$ cat src/rtl/fdiv_seq_if.sv
// Operand request / quotient response bundle for fdiv_seq.
// The unit uses the slave modport; the requester/consumer uses master.
interface fdiv_seq_if;
   logic        in_valid;
   logic        in_ready;
   logic [31:0] x1;
   logic [31:0] x2;
   logic        out_valid;
   logic        out_ready;
   logic [31:0] y;
   logic        ovf;

   modport master (output in_valid, x1, x2, out_ready,
                   input  in_ready, out_valid, y, ovf);
   modport slave  (input  in_valid, x1, x2, out_ready,
                   output in_ready, out_valid, y, ovf);
endinterface

$ cat src/rtl/fdiv_seq.sv
// Iterative binary32 divider y = x1 / x2: 26-step restoring mantissa division, RNE, FTZ.
// Optional IEEE flags output {nv, dz, uf} enabled by defining FDIV_FLAGS_EN.
module fdiv_seq (
   input  logic       clk,
   input  logic       rstn,
   fdiv_seq_if.slave  bus
`ifdef FDIV_FLAGS_EN
   ,
   output logic [2:0] flags
`endif
);
   typedef enum logic [1:0] {IDLE, CALC, NORM, DONE} state_e;

   localparam logic [4:0]  LAST_ITER = 5'd25;
   localparam logic [31:0] QNAN      = 32'h7FC0_0000;

   state_e      state_q, state_d;
   logic [24:0] r_q, r_d;
   logic [23:0] m2_q, m2_d;
   logic [25:0] q_q, q_d;
   logic [4:0]  cnt_q, cnt_d;
   logic [7:0]  e1_q, e1_d, e2_q, e2_d;
   logic        sign_q, sign_d;
   logic [31:0] y_q, y_d;
   logic        ovf_q, ovf_d;
`ifdef FDIV_FLAGS_EN
   logic [2:0]  flags_q, flags_d;
`endif

   // Operand decode straight off the bus; only used on the accept edge.
   logic        s1, s2, sgn;
   logic [7:0]  e1, e2;
   logic [22:0] f1, f2;
   logic        nan1, nan2, inf1, inf2, zero1, zero2;

   assign {s1, e1, f1} = bus.x1;
   assign {s2, e2, f2} = bus.x2;
   assign sgn   = s1 ^ s2;
   assign nan1  = (e1 == 8'hFF) && (f1 != 23'd0);
   assign nan2  = (e2 == 8'hFF) && (f2 != 23'd0);
   assign inf1  = (e1 == 8'hFF) && (f1 == 23'd0);
   assign inf2  = (e2 == 8'hFF) && (f2 == 23'd0);
   assign zero1 = (e1 == 8'd0);
   assign zero2 = (e2 == 8'd0);

   logic        is_special, spec_nv, spec_dz;
   logic [31:0] spec_y;

   // NOTE: every signal driven in an always_comb gets a default first, so no
   // path through the if/case leaves it unassigned and a latch is inferred.
   always_comb begin
      is_special = 1'b1;
      spec_nv    = 1'b0;
      spec_dz    = 1'b0;
      spec_y     = {sgn, 31'd0};
      if (nan1 || nan2) begin
         spec_y = QNAN;
      end else if ((inf1 && inf2) || (zero1 && zero2)) begin
         spec_y  = QNAN;
         spec_nv = 1'b1;
      end else if (inf1) begin
         spec_y = {sgn, 8'hFF, 23'd0};
      end else if (inf2) begin
         spec_y = {sgn, 31'd0};
      end else if (zero2) begin
         spec_y  = {sgn, 8'hFF, 23'd0};
         spec_dz = 1'b1;
      end else if (zero1) begin
         spec_y = {sgn, 31'd0};
      end else begin
         is_special = 1'b0;
      end
   end

   // Remainder stays below 2*m2, so a 24-bit subtract is exact whenever r >= m2.
   logic        r_ge;
   logic [23:0] r_sub;

   assign r_ge  = r_q >= {1'b0, m2_q};
   assign r_sub = r_q[23:0] - m2_q;

   logic [22:0]       frac;
   logic              guard, sticky, rnd;
   logic signed [9:0] exp_pre, exp_n;
   logic [32:0]       ef;
   logic [31:0]       norm_y;
   logic              norm_ovf, norm_uf;

   always_comb begin
      if (q_q[25]) begin
         frac    = q_q[24:2];
         guard   = q_q[1];
         sticky  = q_q[0] | (|r_q);
         exp_pre = $signed({2'b00, e1_q}) - $signed({2'b00, e2_q}) + 10'sd127;
      end else begin
         frac    = q_q[23:1];
         guard   = q_q[0];
         sticky  = |r_q;
         exp_pre = $signed({2'b00, e1_q}) - $signed({2'b00, e2_q}) + 10'sd126;
      end
      rnd = guard & (sticky | frac[0]);
      // Rounding {exp, frac} as one word lets a fraction carry bump the exponent.
      ef    = {exp_pre, frac} + {32'd0, rnd};
      exp_n = $signed(ef[32:23]);

      norm_ovf = 1'b0;
      norm_uf  = 1'b0;
      norm_y   = {sign_q, exp_n[7:0], ef[22:0]};
      if (exp_n >= 10'sd255) begin
         norm_y   = {sign_q, 8'hFF, 23'd0};
         norm_ovf = 1'b1;
      end else if (exp_n <= 10'sd0) begin
         norm_y  = {sign_q, 31'd0};
         norm_uf = 1'b1;
      end
   end

   always_comb begin
      state_d = state_q;
      r_d     = r_q;
      m2_d    = m2_q;
      q_d     = q_q;
      cnt_d   = cnt_q;
      e1_d    = e1_q;
      e2_d    = e2_q;
      sign_d  = sign_q;
      y_d     = y_q;
      ovf_d   = ovf_q;
`ifdef FDIV_FLAGS_EN
      flags_d = flags_q;
`endif
      case (state_q)
         IDLE: begin
            if (bus.in_valid) begin
               e1_d   = e1;
               e2_d   = e2;
               sign_d = sgn;
               m2_d   = {1'b1, f2};
               r_d    = {2'b01, f1};
               q_d    = 26'd0;
               cnt_d  = 5'd0;
               if (is_special) begin
                  y_d     = spec_y;
                  ovf_d   = 1'b0;
`ifdef FDIV_FLAGS_EN
                  flags_d = {spec_nv, spec_dz, 1'b0};
`endif
                  state_d = DONE;
               end else begin
                  state_d = CALC;
               end
            end
         end
         CALC: begin
            q_d   = {q_q[24:0], r_ge};
            r_d   = r_ge ? {r_sub, 1'b0} : {r_q[23:0], 1'b0};
            cnt_d = cnt_q + 5'd1;
            if (cnt_q == LAST_ITER) state_d = NORM;
         end
         NORM: begin
            y_d     = norm_y;
            ovf_d   = norm_ovf;
`ifdef FDIV_FLAGS_EN
            flags_d = {2'b00, norm_uf};
`endif
            state_d = DONE;
         end
         DONE: begin
            if (bus.out_ready) state_d = IDLE;
         end
         default: state_d = IDLE;
      endcase
   end

   // NOTE: sequential state uses non-blocking assignments so every register
   // samples the pre-edge values, independent of statement order.
   always_ff @(posedge clk or negedge rstn) begin
      if (!rstn) begin
         state_q <= IDLE;
         r_q     <= '0;
         m2_q    <= '0;
         q_q     <= '0;
         cnt_q   <= '0;
         e1_q    <= '0;
         e2_q    <= '0;
         sign_q  <= 1'b0;
         y_q     <= '0;
         ovf_q   <= 1'b0;
`ifdef FDIV_FLAGS_EN
         flags_q <= '0;
`endif
      end else begin
         state_q <= state_d;
         r_q     <= r_d;
         m2_q    <= m2_d;
         q_q     <= q_d;
         cnt_q   <= cnt_d;
         e1_q    <= e1_d;
         e2_q    <= e2_d;
         sign_q  <= sign_d;
         y_q     <= y_d;
         ovf_q   <= ovf_d;
`ifdef FDIV_FLAGS_EN
         flags_q <= flags_d;
`endif
      end
   end

   assign bus.in_ready  = (state_q == IDLE);
   assign bus.out_valid = (state_q == DONE);
   assign bus.y         = y_q;
   assign bus.ovf       = ovf_q;
`ifdef FDIV_FLAGS_EN
   assign flags         = flags_q;
`endif
endmodule

$ cat src/flat_wrapper.sv
// flat-port wrapper written by rule: the top's interface ports become plain ports
module fdiv_seq_flat 
  (clk, rstn, bus_in_valid, bus_x1, bus_x2, bus_out_ready, bus_in_ready, bus_out_valid, bus_y, bus_ovf);
  fdiv_seq_if bus_i ();
  input  logic clk;
  input  logic rstn;
  input wire logic [$bits(bus_i.in_valid)-1:0] bus_in_valid;
  input wire logic [$bits(bus_i.x1)-1:0] bus_x1;
  input wire logic [$bits(bus_i.x2)-1:0] bus_x2;
  input wire logic [$bits(bus_i.out_ready)-1:0] bus_out_ready;
  output wire logic [$bits(bus_i.in_ready)-1:0] bus_in_ready;
  output wire logic [$bits(bus_i.out_valid)-1:0] bus_out_valid;
  output wire logic [$bits(bus_i.y)-1:0] bus_y;
  output wire logic [$bits(bus_i.ovf)-1:0] bus_ovf;
  assign bus_i.in_valid = bus_in_valid;
  assign bus_i.x1 = bus_x1;
  assign bus_i.x2 = bus_x2;
  assign bus_i.out_ready = bus_out_ready;
  assign bus_in_ready = bus_i.in_ready;
  assign bus_out_valid = bus_i.out_valid;
  assign bus_y = bus_i.y;
  assign bus_ovf = bus_i.ovf;
  fdiv_seq u_core (.clk(clk), .rstn(rstn), .bus(bus_i));
endmodule
$ cat config.mk
export PLATFORM = sky130hd
export DESIGN_NAME = fdiv_seq_flat
export DESIGN_NICKNAME = d
export VERILOG_FILES = /design/src/rtl/fdiv_seq_if.sv /design/src/rtl/fdiv_seq.sv /design/src/flat_wrapper.sv
export SDC_FILE = /design/constraint.sdc
export NUM_CORES = 1
export LEC_CHECK = 0
export CAP_MARGIN = 20
export CORE_ASPECT_RATIO = 0.5
export CORE_MARGIN = 8
export CORE_UTILIZATION = 35
export DETAILED_ROUTE_END_ITERATION = 16
export HOLD_SLACK_MARGIN = 0.06
export SYNTH_ARGS = -nofsm -noshare
export SYNTH_HDL_FRONTEND = slang
export SYNTH_SLANG_ARGS = --single-unit
$ cat constraint.sdc
create_clock -name clk -period 8.6 [get_ports clk]
set_input_delay 1.72 -clock clk [delete_from_list [all_inputs] [get_ports clk]]
set_output_delay 1.72 -clock clk [all_outputs]
set_load 0.01 [all_outputs]
[Yosys cells after proc, flatten, opt, wreduce, memory -nomap -nowiden]
Cells that the tools add are included.
Storage, ports and cells
  latch bits: 0
  logic and storage cells: 91
  memories kept: 0
  bits in read-only memories: 0
  flip-flop bits (word level): 132
  memory bits (writable): 0
Cells by class
  shift-type cells: 0
  equal/unequal tests: 10
  multiply operators: 0
  $add $sub $neg: 6
  muxes and demuxes: 36
  divide/modulo/power cells: 0
  reduce and logical (&&, ||, !) cells: 22
  bitwise logic cells: 4
  $lt $le $gt $ge: 3
Operators by type and width (number)
  31-bit 2-to-1 mux: 5
  32-bit 2-to-1 mux: 4
  32-bit case mux with 2 select lines: 1
  26-bit case mux with 2 select lines: 1
  25-bit 2-to-1 mux: 2
  25-bit case mux with 2 select lines: 1
  23-bit zero test: 2
  23-bit nonzero test: 2
  33-bit by 1-bit adder with 33-bit output: 1
  26-bit 2-to-1 mux: 1
  25-bit by 24-bit >= comparator with 1-bit output: 1
  25-bit OR reduction: 1
  24-bit subtractor: 1
  23-bit 2-to-1 mux: 1
  10-bit by 8-bit adder with 10-bit output (second input constant): 2
  8-bit equality test (second input constant): 2
  8-bit zero test: 2
  1-bit 2-to-1 mux: 11
  10-bit by 9-bit >= comparator with 1-bit output (second input constant): 1
  10-bit by 1-bit <= comparator with 1-bit output (second input constant): 1
  10-bit 2-to-1 mux: 1
  5-bit case mux with 2 select lines: 1
  8-bit by 8-bit subtractor with 9-bit output: 1
  2-bit 2-to-1 mux: 4
  18 further kinds: 31

[Longest topological paths before layout]
Gate-level depths: netlist (run 1).
  depth in word-level cells: 10
  gate-level depth with buffers: 21

[Least setup slack after synthesis (run 1)]
OpenSTA, ideal clock, no wires.
  kind: flip-flop to flip-flop
  from: reg u_core.q_q[25]
  to: reg u_core.y_q[10], in the netlist u_core.bus.y[10]
  period minus slack after synthesis: 4327 ps
  data required time: 8471 ps
  path slack: 4273 ps
  stages on the path, launching flop included: 21
  data arrival time: 4198 ps
  library setup time: 129 ps
  path buffers: 7
  path through: dfrtp_1 buf_4 buf_6 buf_6 clkbuf_1 clkbuf_1 clkbuf_1 nand2_1 a21oi_1 ha_1 nand3_1 a21oi_2 nand2_2 nor4_1 nand2_1 nor4_4 nand3_1 o21a_1 nor4_4 buf_6 o41ai_2
On the way
  cells in the longest elaborated chain, start to end: 8
Ends and longest elaborated chain
  start: declaration: RTL line fdiv_seq.sv:20  | logic [25:0] q_q, q_d;
  start signal: assignment: RTL line fdiv_seq.sv:196  | q_q <= q_d;
  1-bit 2-to-1 mux or 23-bit 2-to-1 mux (tied branches): RTL line fdiv_seq.sv:90  | if (q_q[25]) begin
  1-bit bitwise OR: RTL line fdiv_seq.sv:101  | rnd = guard & (sticky | frac[0]);
  1-bit bitwise AND: RTL line fdiv_seq.sv:101
  33-bit by 1-bit adder with 33-bit output *: RTL line fdiv_seq.sv:103  | ef = {exp_pre, frac} + {32'd0, rnd};
  10-bit by 1-bit <= comparator with 1-bit output: RTL line fdiv_seq.sv:112  | end else if (exp_n <= 10'sd0) begin
  31-bit 2-to-1 mux: RTL line fdiv_seq.sv:112
  31-bit 2-to-1 mux *: RTL line fdiv_seq.sv:109  | if (exp_n >= 10'sd255) begin
  32-bit case mux with 2 select lines *: RTL line fdiv_seq.sv:132  | case (state_q)
  end signal: assignment: RTL line fdiv_seq.sv:201  | y_q <= y_d;
  end: declaration: RTL line fdiv_seq.sv:24  | logic [31:0] y_q, y_d;
Mark *: on every way between the ends. The rest lies on a longest branch, timed or not.
A chain may end at the register's enable or synchronous reset.

[Final worst setup path (run 1)]
  from: reg u_core.e2_q[1]
  to: reg u_core.y_q[28], in the netlist u_core.bus.y[28]
On the way
  cells in the longest elaborated chain, start to end: 8
Ends and longest elaborated chain
  start: declaration: RTL line fdiv_seq.sv:22  | logic [7:0] e1_q, e1_d, e2_q, e2_d;
  start signal: assignment: RTL line fdiv_seq.sv:185  | e2_q <= '0;
  start signal: assignment: RTL line fdiv_seq.sv:199  | e2_q <= e2_d;
  8-bit by 8-bit subtractor with 9-bit output *: RTL line fdiv_seq.sv:94, fdiv_seq.sv:99
  10-bit by 8-bit adder with 10-bit output, on equally long branches: RTL line fdiv_seq.sv:99, fdiv_seq.sv:94
  10-bit 2-to-1 mux *: RTL line fdiv_seq.sv:90
  33-bit by 1-bit adder with 33-bit output *: RTL line fdiv_seq.sv:103
  10-bit by 1-bit <= comparator with 1-bit output: RTL line fdiv_seq.sv:112
  31-bit 2-to-1 mux: RTL line fdiv_seq.sv:112
  31-bit 2-to-1 mux *: RTL line fdiv_seq.sv:109
  32-bit case mux with 2 select lines *: RTL line fdiv_seq.sv:132
Marked as above.

==> metrics.csv, run 1 <==
metric;value;unit
Port Buffers;102;
total track usage;15.9;%
worst-margin pin slew;1070;ps
Synth Cell Area;9320;µm²
Core ar.;26300;µm²
syn avg cell area;9.15;µm²
WP data arrival;5010;ps
sequential element share of the synthesized area;35.4;%
Clk pin slew, worst setup/hold paths;60;ps
clock buffer depth;2;
post-CTS resize count;0;
RePlAce Congestion;0.846;
first drt pass iteration count;6;
Post-synth top cells;dfrtp_1 (132), nand2_1 (112), o21ai_0 (66);
die area;32400;µm²
n_diodes;0;
final setup violation count;0;
residual DRC count;0;
H-Tree Depth;4;
worst endpoint required time;8870;ps
Synth async-reset ratio;100;%
DP HPWL;19.1;mm
Vias;7974;
Root Buffer;clkbuf_16;
Slew HR;28.4;%
share of cells above drive strength 1;12.0;%
Crit Path Category;reg2reg;
Iteration-0 DRC Markers;674;
Horiz. Die Dim;247;µm
total wire length;25.7;mm
Max Fclk;211;MHz
CTS Buf Count;17;
remaining global-route overflow;0;
Die Ht;131;µm
Sink Count;132;
CTS tree;built;
Max-Cap Viols;0;
crit end category;flip-flop;
flops & latches, synth;132;
Fillers;2523;
Layout area overhead;21.3;%
period utilization;55.2;%
initial antenna violation count;0;
Hold Crit Class;reg2reg;
first-pass GRT wire length;42.5;mm
Final WS setup;3860;ps
Synth Net Count;1130;
vias in the first global route;7923;
count leader, synth;dfrtp_1;
R2R depth;16;
Setup Buffers After CTS;0;
Slew Limit Fails;0;
Crit Path Max Fanout;13;
largest net degree at the start of global routing;79;
HP Start;u_core.m2_q[23];
status;finished clean;
total number of yosys warnings;0;
Gate Count Post-Synth;1019;
flop2flop setup slack;3860;ps
latest clock arrival within the worst-skew pair;430;ps
vias per cell;5.48;
leading post-synthesis cells by cell area;dfrtp_1 (35%), ha_1 (5.6%), mux2_2 (5.6%), nand2_1 (4.5%), o21ai_0 (3.5%);
crit path time final;4740;ps
RR Endpoint;u_core.bus.y[28];
Hold-fix buffers, CTS;0;
Hold Path Stages;2;
Pleak;0.00472;µW
VDD IR max;0.189;mV
Critical R2R Launch;u_core.e2_q[1];
final hold violations;0;
library cells used by synthesis;78;
RSZ-0062 raised after global routing;no;
Post-synth EDFFs;0;
Post-synth top flop;dfrtp_1;
type of origin of the critical path;flip-flop;
Yosys top cell area share;35.4;%
I/O Pins;103;
wire per inst;17.7;µm
post-route ant nets;0;
Rows;42;
# nets final;1201;
post-synth top area cell;dfrtp_1;
clock skew;15.3;ps
total negative slack;0;ps
Post-Place Setup Slack;3860;ps
Hold Path End;u_core.m2_q[23];
starting density of the core;35.4;%
power per cell area;445;nW/µm²
[area by class of cell]
cell class,instances,area [µm²],share of cell area (%)
clock buffer,21,480,4.25
inverter,47,176,1.56
timing repair buffer,111,1150,10.1
tap,352,440,3.90
multi-input combinational,781,5580,49.4
sequential,132,3300,29.2
clock inverter,11,174,1.54
[metal layers]
layer	up-vias	part of all wire, %	global-route usage [%]
met5	-	0	0
met4	0	2.2	5.08
met3	36	4.2	3.54
met2	165	47	25.9
met1	3882	46	20.7
li1	3891	-	-
[sequential cells by signal, indices dropped and copies added (netlist names)]
name / count
u_core.bus.y: 32
u_core.bus.ovf: 1
u_core.cnt_q: 5
u_core.sign_q: 1
u_core.e2_q: 8
u_core.state_q: 2
u_core.r_q: 25
u_core.e1_q: 8
u_core.m2_q: 24
u_core.q_q: 26
[cells in the final DEF, fill, tap and decap left out, drive strengths merged, types with 12 or more instances in the layout]
master | Yosys | layout
dfrtp | 132 | 132
nand2 | 113 | 113
clkdlybuf4s50 | 0 | 101
o21ai | 72 | 72
nor2 | 62 | 62
a21oi | 57 | 57
inv | 47 | 47
mux2 | 46 | 46
ha | 42 | 42
xor2 | 33 | 33
xnor2 | 30 | 30
nor4 | 30 | 30
nand3 | 29 | 29
nand4 | 25 | 25
a22o | 21 | 21
o41ai | 21 | 21
clkbuf | 37 | 21
a21o | 19 | 19
nor3 | 17 | 17
mux2i | 17 | 17
a211oi | 14 | 14
nand2b | 12 | 12
[worst max path at each step]
stage | slack (ps) | start | end | depth (start not counted)
after floorplan | 4270 | u_core.q_q[25] | u_core.bus.y[10] | 20
after global placement | 3750 | bus_x2[24] | u_core.bus.y[28] | 10
after detailed placement | 3860 | bus_x1[30] | u_core.bus.y[28] | 11
after CTS | 3890 | u_core.e2_q[1] | u_core.bus.y[28] | 16
after global routing | 3400 | u_core.e2_q[1] | u_core.bus.y[2] | 15
final | 3860 | u_core.e2_q[1] | u_core.bus.y[28] | 16
[power by group]
part           leakage (µW)  internal [µW]  switching (µW)
clock              0.000311            517             292
sequential          0.00167            846             204
combinational       0.00274           1260            1910
total               0.00472           2620            2410
[critical path, stage by stage, from the launching register on]
cell	delay, ps
dfrtp_1	350
inv_1	50
ha_1	320
nor2b_1	170
or3_1	350
nand2_1	90
ha_1	130
a21boi_0	550
and4_1	270
a2111oi_0	80
a311oi_2	600
nor4_4	110
a31oi_1	240
or2_1	570
buf_8	250
a21o_1	270
o2111ai_1	180
[cell families after synthesis]
| group | count (synthesis) | synth area share, % |
|---|---|---|
| buf+inv | 106 | 5.02 |
| fa+ha+maj | 43 | 5.85 |
| xor+xnor | 63 | 5.92 |
| flops | 132 | 35.4 |
| compound gates | 275 | 21.9 |
| simple gates | 337 | 18.5 |
| mux | 63 | 7.38 |
[metrics by stage]
stage	utilization, %	cells	hold WS, ps	area, µm²	total power [µW]
final	42.9	1455	465	11300	5030
after global routing	42.9	1455	482	11300	5460
after CTS	42.6	1452	467	11200	5020
after detailed placement	40.2	1420	449	10600	4180
after global placement	40.1	1419	439	10600	4120
after floorplan	-	1019	418	9320	3440
Power figures use the tool's default switching activity.
==> run 2, diff against run 1 <==
- clock period: 8.6 -> 4.6 ns (I/O delays scaled with it)
==> run 2 against run 1 <==
Routed wire length decreased by 0.50%. Final area barely moved. Register-to-register slack lost 3400 ps. Die area unchanged. Clock-buffer cell count is 3 lower. Highest routed layer unchanged.
==> metrics.csv, run 2 (synthesis results as in run 1) <==
metric;value;unit;change
status;finished clean;;
Vias;7921;;-0.66%
Iteration-0 DRC Markers;635;;-5.8%
vias in the first global route;7862;;-0.77%
DP HPWL;19.1;mm;about the same
Critical R2R Launch;u_core.e2_q[1];;
WP data arrival;4470;ps;-540 ps
I/O Pins;103;;unchanged
Root Buffer;clkbuf_16;;
RSZ-0062 raised after global routing;no;;
HP Start;u_core.bus.y[17];;
Slowest-stage cell, CP;a311oi_2;;
RePlAce Congestion;0.879;;+3.9%
total negative slack;0;ps;unchanged
die area;32400;µm²;unchanged
total wire length;25.6;mm;-0.50%
# nets final;1205;;+0.33%
crit end category;flip-flop;;
max reg flops;32;;unchanged
total track usage;15.6;%;-0.23 points
Crit Path Max Fanout;23;;+10
type of origin of the critical path;flip-flop;;
Max Fclk;241;MHz;+14%
share of cells above drive strength 1;12.1;%;+0.14 points
Die Ht;131;µm;unchanged
VDD IR max;0.312;mV;+65%
Sink Count;132;;unchanged
final cell count without fillers;1459;;+0.27%
Hold Path Stages;2;;unchanged
H-Tree Depth;4;;unchanged
final setup violation count;0;;unchanged
crit-path cells;inv_1, ha_1, nor2b_1, or3_1, nand2_1, ha_1, a21boi_0, and4_1, a2111oi_1, a311oi_2, nor4_1, o21ai_1, xor2_1, nor4_4, buf_12, o41ai_1;;
first drt pass iteration count;5;;-1
final hold violations;0;;unchanged
Slew Limit Fails;0;;unchanged
Port Buffers;102;;unchanged
clock skew;6.83;ps;-8.44 ps
Rows;42;;unchanged
power per cell area;831;nW/µm²;+87%
remaining global-route overflow;0;;unchanged
latest clock arrival within the worst-skew pair;430;ps;about the same
starting density of the core;35.4;%;unchanged
worst-margin pin slew;1010;ps;-64.3 ps
Slew HR;32.9;%;+4.5 points
post-route ant nets;0;;unchanged
wire per inst;17.5;µm;-0.77%
initial antenna violation count;0;;unchanged
slowest stage delay, CP;590;ps;about the same
commonest cells after routing, fill and taps aside;dfrtp_1 (131), nand2_1 (111), clkdlybuf4s50_1 (101);;
Placed Cells incl. Taps;1427;;+0.49%
period utilization;90.3;%;+35 points
flop2flop setup slack;450;ps;-3410 ps
n_diodes;0;;unchanged
vias per cell;5.43;;-0.94%
RR Endpoint;u_core.bus.y[0];;
CTS tree;built;;
Layout area overhead;21.2;%;about the same
Hold Crit Class;reg2reg;;
Hold Path End;u_core.bus.y[17];;
CTS Buf Count;17;;unchanged
commonest non-fill, non-tap cell in the layout;dfrtp_1;;
worst endpoint required time;4910;ps;-3960 ps
largest net degree at the start of global routing;133;;+68%
Fillers;2545;;+0.87%
Clk pin slew, worst setup/hold paths;60;ps;about the same
clock buffer depth;2;;unchanged
residual DRC count;0;;unchanged
Max-Cap Viols;0;;unchanged
Crit Path Category;reg2reg;;
Pleak;0.00471;µW;about the same
final core occ;42.9;%;about the same
Core ar.;26300;µm²;unchanged
R2R depth;16;;unchanged
first-pass GRT wire length;41.6;mm;-2.0%
Horiz. Die Dim;247;µm;unchanged
CP most frequent cell;ha_1;;
crit path time final;4150;ps;-591 ps
## run 2: cell types whose count changed in the layout (fill, tap and decap cells not counted), sizes merged
cell / delta
buf: +4
clkinv: -1
clkbuf: -3
inv: +3
bufinv: +1
## run 2: how the worst max path moves through the flow
stage / from / end / slack [ps]
finish: u_core.e2_q[1] / u_core.bus.y[0] / 450
global route: u_core.e2_q[1] / u_core.bus.y[2] / 2
CTS: u_core.e2_q[1] / u_core.bus.y[0] / 440
detailed placement: u_core.e2_q[1] / u_core.bus.y[0] / 420
global placement: u_core.e2_q[1] / u_core.bus.y[2] / 590
floorplan: u_core.q_q[25] / u_core.bus.y[10] / 270
## run 2: what timing repair did
item                       4_1_cts  5_1_grt
buffers inserted                 0        0
setup endpoints to repair        0        1
gates resized for setup          0        1
hold buffers                     0        0
## run 2: layer usage
metal | vias to the layer above | share of wire [%] | track usage (%)
met5 | - | 0 | 0
met1 | 3834 | 48 | 20.7
met4 | 0 | 2.0 | 4.89
met2 | 163 | 47 | 25.4
met3 | 41 | 3.6 | 3.16
li1 | 3883 | - | -
## run 2: metrics by stage
| stage | total power (µW) | setup WS [ps] | area (µm²) | hold WS [ps] |
|---|---|---|---|---|
| 2_1_floorplan | 6440 | 273 | 9320 | 418 |
| 3_3_place_gp | 7700 | 586 | 10600 | 439 |
| 3_5_place_dp | 7810 | 419 | 10600 | 465 |
| 4_1_cts | 9370 | 443 | 11300 | 482 |
| 5_1_grt | 10200 | 1.70 | 11300 | 493 |
| 6_report | 9390 | 447 | 11300 | 478 |
## run 2: where the power goes
part | leakage [µW] | total, µW | switching (µW) | internal [µW]
Combinational | 0.00274 | 5910 | 3550 | 2350
Clock | 0.000308 | 1530 | 558 | 969
Sequential | 0.00167 | 1950 | 372 | 1580
Total | 0.00471 | 9390 | 4480 | 4900
## run 2: final cells by class
type / instances / area, µm² / area share, %
clock inverter: 14 / 225 / 1.99
timing repair buffer: 115 / 1140 / 10.1
inverter: 47 / 176 / 1.56
sequential: 132 / 3300 / 29.3
multi-input combinational: 781 / 5580 / 49.4
tap: 352 / 440 / 3.90
clock buffer: 18 / 429 / 3.80
## run 2: critical path, delay by kind of cell (launching register included)
| family | cells | cell delay [ps] |
|---|---|---|
| AOI/OAI and AO/OA | 5 | 1660 |
| and+or+nand+nor | 6 | 1090 |
| adders and majority gates | 2 | 450 |
| DFF | 1 | 350 |
| xor gates and xnor gates | 1 | 250 |
| buffers and inverters | 2 | 220 |
